<file path="config.mk">
export PLATFORM = sky130hd
export DESIGN_NAME = serial_add_ctrl
export DESIGN_NICKNAME = d
export VERILOG_FILES = /design/src/rtl/serial_add_ctrl.sv
export SDC_FILE = /design/constraint.sdc
export NUM_CORES = 1
export LEC_CHECK = 0
export ABC_AREA = 1
export CORE_ASPECT_RATIO = 0.8
export CORE_UTILIZATION = 40
export CTS_BUF_LIST = sky130_fd_sc_hd__clkbuf_4 sky130_fd_sc_hd__clkbuf_8 sky130_fd_sc_hd__clkbuf_16
export DETAILED_ROUTE_END_ITERATION = 10
export PLACE_DENSITY = 0.6
export SYNTH_ARGS = -nofsm -noshare
export SYNTH_HDL_FRONTEND = slang
export SYNTH_HIERARCHICAL = 1
export SYNTH_SLANG_ARGS = --single-unit
</file>
<file path="constraint.sdc">
create_clock -name clk -period 3.3 [get_ports clk]
set_input_delay 0.66 -clock clk [delete_from_list [all_inputs] [get_ports clk]]
set_output_delay 0.66 -clock clk [all_outputs]
set_load 0.03 [all_outputs]
</file>
<file path="src/rtl/serial_add_ctrl.sv">
// serial_add_ctrl: WIDTH-bit add/subtract sequencer built around one shared
// 4-bit ripple-carry adder. One nibble is processed per clock, and the carry
// is registered between nibbles. Valid/ready handshakes are used on both the
// request side and the result side.

// 4-bit ripple-carry adder slice shared by the sequencer.
module ripple_carry_adder (
    input  logic [3:0] a_i,
    input  logic [3:0] b_i,
    input  logic       c_i,
    output logic [3:0] s_o,
    output logic       c_o
);

    // Ripple the carry through the four bit positions.
    always_comb begin
        logic [4:0] c;
        c    = '0;
        s_o  = '0;
        c[0] = c_i;
        for (int i = 0; i < 4; i++) begin
            s_o[i]   = a_i[i] ^ b_i[i] ^ c[i];
            c[i+1]   = (a_i[i] & b_i[i]) | (c[i] & (a_i[i] ^ b_i[i]));
        end
        c_o = c[4];
    end

endmodule

module serial_add_ctrl #(
    parameter int WIDTH = 16
) (
    input  logic             clk,
    input  logic             rst_n,
    input  logic             in_valid,
    output logic             in_ready,
    input  logic [WIDTH-1:0] op_a,
    input  logic [WIDTH-1:0] op_b,
    input  logic             sub,
    output logic             out_valid,
    input  logic             out_ready,
    output logic [WIDTH-1:0] result,
    output logic             carry_out,
    output logic             overflow
);

    localparam int NS = WIDTH / 4;
    localparam int IW = (NS > 1) ? $clog2(NS) : 1;
    localparam logic [IW-1:0] LAST_IDX = IW'(NS - 1);

    typedef enum logic [1:0] {
        IDLE = 2'd0,
        RUN  = 2'd1,
        DONE = 2'd2
    } state_t;

    state_t           state_q, state_d;
    logic [WIDTH-1:0] a_q, a_d;
    logic [WIDTH-1:0] b_q, b_d;       // holds ~op_b for subtraction
    logic             carry_q, carry_d;
    logic [IW-1:0]    idx_q, idx_d;
    logic [WIDTH-1:0] result_q, result_d;
    logic             cout_q, cout_d;
    logic             ovf_q, ovf_d;

    logic [3:0]       nib_a, nib_b, nib_s;
    logic             nib_c;

    // The current nibble of each operand feeds the shared adder.
    assign nib_a = a_q[4*idx_q +: 4];
    assign nib_b = b_q[4*idx_q +: 4];

    ripple_carry_adder u_adder (
        .a_i (nib_a),
        .b_i (nib_b),
        .c_i (carry_q),
        .s_o (nib_s),
        .c_o (nib_c)
    );

    // State and datapath registers; reset clears everything so an aborted
    // operation never leaves a partial result on the outputs.
    always_ff @(posedge clk or negedge rst_n) begin
        if (!rst_n) begin
            state_q  <= IDLE;
            a_q      <= '0;
            b_q      <= '0;
            carry_q  <= 1'b0;
            idx_q    <= '0;
            result_q <= '0;
            cout_q   <= 1'b0;
            ovf_q    <= 1'b0;
        end else begin
            state_q  <= state_d;
            a_q      <= a_d;
            b_q      <= b_d;
            carry_q  <= carry_d;
            idx_q    <= idx_d;
            result_q <= result_d;
            cout_q   <= cout_d;
            ovf_q    <= ovf_d;
        end
    end

    // Next-state and datapath update: accept in IDLE, one nibble per cycle in
    // RUN, hold everything in DONE until the consumer takes the result.
    always_comb begin
        state_d  = state_q;
        a_d      = a_q;
        b_d      = b_q;
        carry_d  = carry_q;
        idx_d    = idx_q;
        result_d = result_q;
        cout_d   = cout_q;
        ovf_d    = ovf_q;
        unique case (state_q)
            IDLE: begin
                if (in_valid) begin
                    a_d     = op_a;
                    b_d     = sub ? ~op_b : op_b;
                    carry_d = sub;   // +1 completes the two's-complement negate
                    idx_d   = '0;
                    state_d = RUN;
                end
            end
            RUN: begin
                result_d[4*idx_q +: 4] = nib_s;
                carry_d                = nib_c;
                if (idx_q == LAST_IDX) begin
                    idx_d   = '0;
                    state_d = DONE;
                    cout_d  = nib_c;
                    // Overflow: operands agree in sign but the sum does not.
                    ovf_d   = (a_q[WIDTH-1] == b_q[WIDTH-1]) &&
                              (nib_s[3] != a_q[WIDTH-1]);
                end else begin
                    idx_d = idx_q + IW'(1);
                end
            end
            DONE: begin
                if (out_ready) begin
                    state_d = IDLE;
                end
            end
            default: begin
                state_d = IDLE;
            end
        endcase
    end

    // in_ready is masked by reset so it reads 0 while rst_n is low.
    assign in_ready  = rst_n && (state_q == IDLE);
    assign out_valid = (state_q == DONE);
    assign result    = result_q;
    assign carry_out = cout_q;
    assign overflow  = ovf_q;

endmodule

</file>
; After elaboration in Yosys (flattened, before gate mapping)
; Index checks and enable logic that the tools add are counted.
[word_totals]
ff_bits = 55
out_inout_bits = 20
wordCells = 62
[classes]
addsub = 2
eq_ne = 8
shifts = 4
muxes = 11
bitwise_logic = 21
n_reduce_logical = 8
[op_table]
columns = op, count
row1 = 4-bit negation with 34-bit output, 1
row2 = "4-bit by 34-bit variable shift with 16-bit output, first input constant", 1
row3 = 4-bit by 34-bit indexed part select with 16-bit output, 1
row4 = 16-bit by 5-bit indexed part select with 4-bit output, 2
row5 = 16-bit bitwise mux, 1
row6 = 16-bit two-way mux, 1
row7 = 16-bit inverter, 1
row8 = 2-bit two-way mux, 5
row9 = 1-bit bitwise AND, 8
row10 = 1-bit XOR, 8
row11 = 2-bit case mux with 3 select lines, 1
row12 = 2-bit AND reduction, 3
row13 = "2-bit == test, second input constant", 2
row14 = "2-bit inequality test, second input constant", 2
row15 = 1-bit OR, 4
row16 = 2-bit case mux with 2 select lines, 1
row17 = 3-bit AND reduction, 1
row18 = "2-bit by 1-bit adder with 2-bit output, second input constant", 1
row19 = "2-bit by 1-bit == test with 1-bit output, second input constant", 1
row20 = 1-bit logical AND, 2
row21 = 2-bit zero test, 1
row22 = "2-bit by 1-bit inequality test with 1-bit output, second input constant", 1
row23 = 1-bit case mux with 2 select lines, 1
row24 = 2-bit nonzero test, 1
row25 = 3 further kinds, 3

; Depth between registers and ports, before layout
; Gate-level depths: netlist of the first run.
[logic_depth]
word_depth = 11
ltp_mapped = 19

; Modules after synthesis
; Netlist of the first run, hierarchy kept.
[modules_own_cells]
columns = module, n_inst, cells_each, area_per_inst_um2
row1 = serial_add_ctrl, 1, 347, 2805.2
row2 = ripple_carry_adder, 1, 14, 117.6

; Worst setup path after synthesis of the first run
; Ideal clock, no wire load.
[synth_path]
path_kind = reg2reg
start = register idx_q[0]
end = register ovf_q (netlist: overflow)
setup_time_ns = 0.117
arrival_time_ns = 2.789
required_ns = 3.183
slack_ns = 0.394
stages_incl_launch_ff = 18
path_buffers = 1
cell_sequence = dfrtp_1 > inv_2 > buf_2 > o211ai_1 > nand2_1 > fa_1 > inv_1 > fa_1 > inv_1 > fa_1 > inv_1 > fa_1 > inv_1 > inv_1 > nand3_1 > nand2_1 > nand2_1 > nand2_1
[synth_between]
elab_chain_cells = 11
[synth_rtl]
columns = element, line
row1 = from (decl), 61  ; logic [IW-1:0] idx_q, idx_d;
row2 = from (signal assigned), 98  ; idx_q <= idx_d;
row3 = 16-bit by 5-bit indexed part select with 4-bit output (*), 70  ; assign nib_a = a_q[4*idx_q +: 4];
row4 = named net nib_a[0], 66  ; logic [3:0] nib_a, nib_b, nib_s;
row5 = 1-bit XOR, 23  ; c[i+1] = (a_i[i] & b_i[i]) | (c[i] & (a_i[i] ^ b_i[i]));
row6 = 1-bit bitwise AND, 23
row7 = 1-bit OR (*), 23
row8 = 1-bit bitwise AND (*), 23
row9 = 1-bit OR (*), 23
row10 = 1-bit bitwise AND (*), 23
row11 = 1-bit OR (*), 23
row12 = 1-bit XOR (*), 22  ; s_o[i] = a_i[i] ^ b_i[i] ^ c[i];
row13 = named net nib_s[3], 66
row14 = 1-bit inequality test (*), 135  ; (nib_s[3] != a_q[WIDTH-1]);
row15 = 1-bit logical AND (*), 134  ; ovf_d = (a_q[WIDTH-1] == b_q[WIDTH-1]) &&
row16 = to (signal assigned), 101  ; ovf_q <= ovf_d;
row17 = to (decl), 64  ; logic ovf_q, ovf_d;
; The timed path passes the listed nets; every way through them passes the cells marked *.
; A chain may end at the register's enable or synchronous reset.

; Worst setup path in the final report of the first run
[layout_path]
start = register idx_q[0]
end = register result_q[15] (netlist: result[15])
[layout_between]
elab_chain_cells = 11
[layout_rtl]
columns = element, line
row1 = 16-bit by 5-bit indexed part select with 4-bit output (*), 70
row2 = named net nib_a[0], 66
row3 = 1-bit XOR, 23
row4 = 1-bit bitwise AND, 23
row5 = 1-bit OR (*), 23
row6 = 1-bit bitwise AND (*), 23
row7 = 1-bit OR (*), 23
row8 = 1-bit bitwise AND (*), 23
row9 = 1-bit OR (*), 23
row10 = 1-bit XOR (*), 22
row11 = named net nib_s[3], 66
row12 = 4-bit by 34-bit indexed part select with 16-bit output (*), 127  ; result_d[4*idx_q +: 4] = nib_s;
row13 = 16-bit bitwise mux (*), 127
row14 = to (signal assigned), 99  ; result_q <= result_d;
row15 = to (decl), 62  ; logic [WIDTH-1:0] result_q, result_d;
; Marked as above.

==> results_dict.tcl, run 1 <==
set metrics [dict create \
    dp.final_hpwl_mm 4.58 \
    die_w_um 97.6 \
    peakVddDrop_mv 0.367 \
    vias_per_cell 4.62 \
    setup_slack_ns 0.379 \
    tns_ns 0 \
    die_h_um 78.5 \
    cp_top_family "adder cells" \
    power_density_nw_per_um2 1000 \
    fmax_ghz 0.342 \
    met1_length_mm 2.94 \
    clk_pin_slew_ns 0.09 \
    crit_chain "inv_2 > nand2_1 > o211ai_1 > nand2_1 > fa_1 > inv_1 > fa_1 > inv_1 > fa_1 > inv_1 > fa_1 > inv_1 > inv_1 > nor3_2 > nand2_1 > nand2_1" \
    root_buffer "clkbuf_8" \
    portBuffers 56 \
    cp-end-kind "flop" \
    drv_slew 0 \
    max_stage_delay_ns 0.41 \
    avgSynthCellArea_um2 8.10 \
    layout-drive-gt1-share_pct 5.33 \
    layout_common_cells "nand2_1, dfrtp_1, clkdlybuf4s50_1" \
    gp_congestion 0.811 \
    areaGrowthSynthToFinish_pct 23.2 \
    final_cells 500 \
    fin_util_pct 51.8 \
    ioPinCount 57 \
    clock_sinks 55 \
    ant_nets 0 \
    num-nets-final 459 \
    drtIter0Drc 78 \
    hold_viol 0 \
    hold_path.class "flop to flop" \
    clock_skew_ns 0.00852 \
    synth_mux_area_share_pct 0 \
    p_leak_nw 1.81 \
    drc 0 \
    synth_cells 361 \
    whs_ns 0.477 \
    period_needed_ns 2.92 \
    synth_compound_gate_area_share_pct 8.13 \
    cts_max_level 2 \
    cp_num_buf_inv 6 \
    dp.cells 493 \
    slowest_stage "fa_1" \
    post_drt_wl_per_cell_um 12.1 \
    tightest_slew_ns 0.960 \
    coreArea_um2 6960 \
    syn_nets 407 \
    cts_hold_buf 0 \
    via_count 2308 \
    ys_ff_latch 55 \
    n_fill_cell 700 \
    dpl_worst_slack_ns 0.393 \
    maxCapViolCount 0 \
    ys_seq_area_share_pct 47.1 \
    critical_path_required_ns 3.54 \
    cts_setup_buffers 0 \
    cts_buffer_depth 2 \
    numCtsBuffers 5 \
    cp.arrival_ns 3.16 \
    layout_commonest_cell "nand2_1" \
    startpoint_type "flop" \
    std_cell_rows 27 \
    grt_setup_unrepaired "false" \
    dieArea_um2 7650 \
    setup_viol 0 \
    status "finished clean" \
    wl_mm 6.05 \
    ys_warn_count 6 \
    finalCritPeriodShare_pct 88.5 \
    cp_common_cell "inv_1" \
    synth_xor_xnor_area_share_pct 4.79 \
    netlist_area_um2 2920 \
    yosys.area_share.adder_pct 4.88 \
    synth_top_family_by_area "simple AND/OR/NAND/NOR gates" \
    start_util_pct 42.0 \
    crit_type "flop to flop" \
    grt_util_all_layers_pct 17.4 \
    cp_max_fo 20 \
    cts_resized 0 \
    grt_max_degree 56 \
    max-slew-margin-rel_pct 35.8 \
    antenna_cells 0 \
    antenna_found_initial 0 \
    grt_pass1_vias 2393 \
    drt_pass1_iterations 4 \
    synth_cell_types 23 \
    wl_met2_mm 2.88 \
    grt_pass1_wl_mm 10.8 \
    wl_met3_um 199 \
    routed.top_layer "met4" \
    synth-simple-area-share_pct 26.2 \
    clock_latency_ns 0.30 \
    grt_overflow 0 \
    cts_tree "done" \
]
layer usage:
layer / vias to the layer above / GRT usage [%]
met2: 46 / 31.2
met1: 1042 / 22.0
met4: 0 / 2.65
met3: 4 / 3.65
li1: 1216 / -
met5: - / 0
power breakdown:
group	internal (mW)	switching, mW
Sequential	0.973	0.213
Clock	0.165	0.209
Combinational	0.758	1.30
Total	1.90	1.72
worst register-to-register path, cell delays in order, from the launching register on:
cell	delay (ns)
dfrtp_1	0.40
inv_2	0.24
nand2_1	0.09
o211ai_1	0.09
nand2_1	0.10
fa_1	0.41
inv_1	0.07
fa_1	0.16
inv_1	0.05
fa_1	0.35
inv_1	0.08
fa_1	0.40
inv_1	0.09
inv_1	0.08
nor3_2	0.14
nand2_1	0.07
nand2_1	0.06
stage by stage:
step | instance area (µm²) | total power [mW]
6_report | 3600 | 3.61
5_1_grt | 3600 | 4.01
4_1_cts | 3600 | 3.66
3_5_place_dp | 3510 | 3.28
3_3_place_gp | 3510 | 3.25
2_1_floorplan | 2920 | 2.70
state kept, by name, indices dropped and copies added (netlist names):
register / flops
a_q: 16
b_q: 16
carry_out: 1
carry_q: 1
idx_q: 2
overflow: 1
result: 16
state_q: 2
synth_stat cells, drive strengths merged:
master  instances  area share, %
xnor2          16            4.8
ha              5            2.1
o21a            4            1.0
nor3            4            1.4
o211ai          8            2.1
fa              4            2.7
inv            40            5.1
buf            14            3.5
dfrtp          55             47
clkbuf          2           0.26
nand2         130             17
o21ai          28            4.8
nand3          21            3.8
nor2           28            3.9
o31ai           1           0.26
nor3b           1           0.26
final cells by class:
type / instances / area [µm²] / share of cell area, %
multi-input combinational: 250 / 1290 / 35.7
tap: 87 / 109 / 3.02
clock inverter: 1 / 5.00 / 0.139
timing repair buffer: 61 / 593 / 16.5
sequential: 55 / 1380 / 38.2
clock buffer: 6 / 82.6 / 2.29
inverter: 40 / 150 / 4.17
kinds of logic (layout without fill, tap and decap cells):
| kind of cell | Yosys count | count (layout) |
|---|---|---|
| AND/OR/NAND/NOR | 184 | 184 |
| buffers and inverters | 56 | 108 |
| flip-flops | 55 | 55 |
| AO/OA/AOI/OAI | 41 | 41 |
| XOR/XNOR | 16 | 16 |
| adder cells (fa/ha/maj) | 9 | 9 |
worst paths after layout:
path                       cells past startpoint  slack (ns)                 start                     end
setup / recovery                              16        0.38  idx_q[0]$_DFFE_PN0P_  result[15]$_DFFE_PN0P_
hold / removal                                 2        0.48    a_q[1]$_DFFE_PN0P_      a_q[1]$_DFFE_PN0P_
setup reg to reg                              16        0.38  idx_q[0]$_DFFE_PN0P_  result[15]$_DFFE_PN0P_
hold reg to reg                                2        0.48    a_q[1]$_DFFE_PN0P_      a_q[1]$_DFFE_PN0P_
max in group asynchronous                      2        2.36                 rst_n    idx_q[0]$_DFFE_PN0P_
min in group asynchronous                      2        0.49                 rst_n   result[8]$_DFFE_PN0P_
Power figures use the tool's default switching activity.
==> run 2: changes to the inputs <==
--- a/config.mk
+++ b/config.mk
@@ -5,12 +5,12 @@
 export SDC_FILE = /design/constraint.sdc
 export NUM_CORES = 1
 export LEC_CHECK = 0
-export ABC_AREA = 1
+export ABC_AREA = 0
 export CORE_ASPECT_RATIO = 0.8
 export CORE_UTILIZATION = 40
 export CTS_BUF_LIST = sky130_fd_sc_hd__clkbuf_4 sky130_fd_sc_hd__clkbuf_8 sky130_fd_sc_hd__clkbuf_16
 export DETAILED_ROUTE_END_ITERATION = 10
-export PLACE_DENSITY = 0.6
+export PLACE_DENSITY = 0.61
 export SYNTH_ARGS = -nofsm -noshare
 export SYNTH_HDL_FRONTEND = slang
 export SYNTH_HIERARCHICAL = 1
==> results_dict.tcl, run 2 <==
set metrics [dict create \
    wl_met3_um 288 \
    grt_setup_unrepaired "false" \
    grt_pass1_vias 1883 \
    p_switching_mw 1.48 \
    yosys.area.top_type "dfrtp_1" \
    drt_pass1_iterations 4 \
    cts_tree "done" \
    tns_ns 0 \
    yosysMostFrequentCell "dfrtp_1" \
    wl_met2_mm 2.17 \
    grt_overflow 0 \
    synth_cells 222 \
    drv_slew 0 \
    ioPinCount 57 \
    fin_total_pwr_mw 3.61 \
    clk_pin_slew_ns 0.09 \
    r2r-end "overflow$_DFFE_PN0P_" \
    regArea_um2 1380 \
    p_clk_share_pct 11.2 \
    whs_ns 0.483 \
    avgSynthCellArea_um2 12.4 \
    timing.rr.start "idx_q[0]$_DFFE_PN0P_" \
    startpoint_type "flop" \
    worst_r2r_path_depth 12 \
    p_seq_share_pct 33.1 \
    async_reset_ff_share_pct 100 \
    areaGrowthSynthToFinish_pct 27.4 \
    met1_length_mm 2.59 \
    ys.flop_type "dfrtp_1" \
    drtIter0Drc 76 \
    coreArea_um2 6510 \
    setup_viol 0 \
    intPower_mw 2.13 \
    numCtsBuffers 5 \
    synth_cell_types 33 \
    p_comb_share_pct 55.7 \
    gp_congestion 0.743 \
    power_density_nw_per_um2 1030 \
    n_fill_cell 604 \
    finalCritPeriodShare_pct 93.5 \
    netSwitchingFraction_pct 41.1 \
    synth_edf_count 0 \
    ant_nets 0 \
    synthTopCellsByCount "dfrtp_1, nor2_1, nand2_1" \
    dp.final_hpwl_mm 3.81 \
    cp_max_fo 4 \
    root_buffer "clkbuf_8" \
    worstHoldStart "result[10]$_DFFE_PN0P_" \
    clock_sinks 55 \
    peakVddDrop_mv 0.490 \
    period_needed_ns 3.09 \
    cp.arrival_ns 3.27 \
    hold_path.class "flop to flop" \
    clock_skew_ns 0.0107 \
    die_w_um 94.8 \
    routed.top_layer "met4" \
    startpoint "idx_q[0]$_DFFE_PN0P_" \
    grt_max_degree 56 \
    critical_path_required_ns 3.49 \
    wl_mm 5.09 \
    cts_setup_buffers 0 \
    portBuffers 56 \
    drc 0 \
    vias_per_cell 4.88 \
    maxCapViolCount 0 \
    antenna_cells 0 \
    synth_area_leaders "dfrtp_1, mux2_2, mux4_2" \
    grt_util_all_layers_pct 16.0 \
    max-slew-margin-rel_pct 53.5 \
    fmax_ghz 0.324 \
    grt_pass1_wl_mm 9.02 \
    cts_hold_buf 0 \
    start_util_pct 42.3 \
    tightest_slew_ns 0.697 \
    antenna_found_initial 0 \
    cts_resized 0 \
    cts_max_level 2 \
    crit_end "overflow$_DFFE_PN0P_" \
    ys_ff_latch 55 \
    cts_buffer_depth 2 \
    crit_type "flop to flop" \
    std_cell_rows 26 \
    layout-drive-gt1-share_pct 19.1 \
    netlist_area_um2 2750 \
    via_count 1790 \
    clock_latency_ns 0.31 \
    die_h_um 76.2 \
    multi_input_area_um2 1260 \
    post_drt_wl_per_cell_um 13.9 \
    syn_nets 268 \
    yosys.area.top_type_share_pct 50.0 \
    status "finished clean" \
    cp-end-kind "flop" \
    setup_slack_ns 0.214 \
    p_leak_nw 1.46 \
    num-nets-final 328 \
    layout_common_cells "dfrtp_1, clkdlybuf4s50_1, nor2_1" \
    ff2ff_setup_slack_ns 0.21 \
    hold_viol 0 \
    ys_seq_area_share_pct 50.0 \
    ys_warn_count 6 \
    dpl_worst_slack_ns 0.243 \
    dieArea_um2 7220 \
]
-- run 2: cell count changes after synthesis, moves of 6 or more --
| cell | before | now |
|---|---|---|
| o21ai_1 | 16 | 4 |
| mux2_2 | 0 | 17 |
| a22o_1 | 0 | 8 |
| nor2_1 | 27 | 20 |
| o211ai_1 | 8 | 0 |
| a21oi_1 | 0 | 14 |
| o21ai_0 | 12 | 6 |
| nand3_1 | 20 | 0 |
| mux4_2 | 0 | 7 |
| inv_1 | 38 | 14 |
| nand2_1 | 129 | 18 |
-- run 2: worst min-delay path by stage --
stage | endpoint | slack (ns) | cells past startpoint
floorplan | a_q[0]$_DFFE_PN0P_ | 0.36 | 0
global placement | result[8]$_DFFE_PN0P_ | 0.46 | 2
detailed placement | result[10]$_DFFE_PN0P_ | 0.47 | 2
CTS | result[10]$_DFFE_PN0P_ | 0.50 | 2
global route | result[9]$_DFFE_PN0P_ | 0.52 | 2
finish | result[10]$_DFFE_PN0P_ | 0.48 | 2
-- run 2: cell families after synthesis --
| family | synth area share (%) |
|---|---|
| xor+xnor | 5.09 |
| simple gates | 11.7 |
| buf+inv | 4.63 |
| mux | 14.0 |
| compound gates | 9.45 |
| flops | 50.0 |
| fa+ha+maj | 5.18 |
-- run 2: power by group through the flow --
stage | Clock [mW] | Sequential, mW | Combinational, mW
floorplan | 0 | 1.28 | 1.29
global placement | 0 | 1.21 | 2.00
detailed placement | 0 | 1.22 | 2.03
CTS | 0.422 | 1.20 | 2.03
global route | 0.447 | 1.24 | 2.24
finish | 0.405 | 1.20 | 2.01
-- run 2: cell type report --
cell class	count	area share, %
Multi-Input combinational cell	142	35.8
Timing Repair Buffer	64	17.5
Inverter	14	1.50
Sequential cell	55	39.2
Clock buffer	8	2.96
Tap cell	84	2.99
-- run 2: critical path, cell delays in order (launching register included) --
cell,delay [ns]
dfrtp_1,0.45
mux4_2,0.55
fa_1,0.42
inv_1,0.08
fa_1,0.17
inv_1,0.05
fa_1,0.35
inv_1,0.08
fa_1,0.41
inv_1,0.07
and3b_1,0.17
a21oi_1,0.11
o21ai_0,0.08
-- run 2: through the flow --
stage,area (µm²),std cells,util [%]
floorplan,2750,222,-
global placement,3410,359,52.3
detailed placement,3410,359,52.3
CTS,3510,367,53.9
global route,3510,367,53.9
finish,3510,367,53.9
-- run 2: layer usage --
layer	global-route usage, %	vias up
li1	-	885
met1	23.5	856
met2	23.4	43
met3	4.99	6
met4	3.33	0
met5	0	-
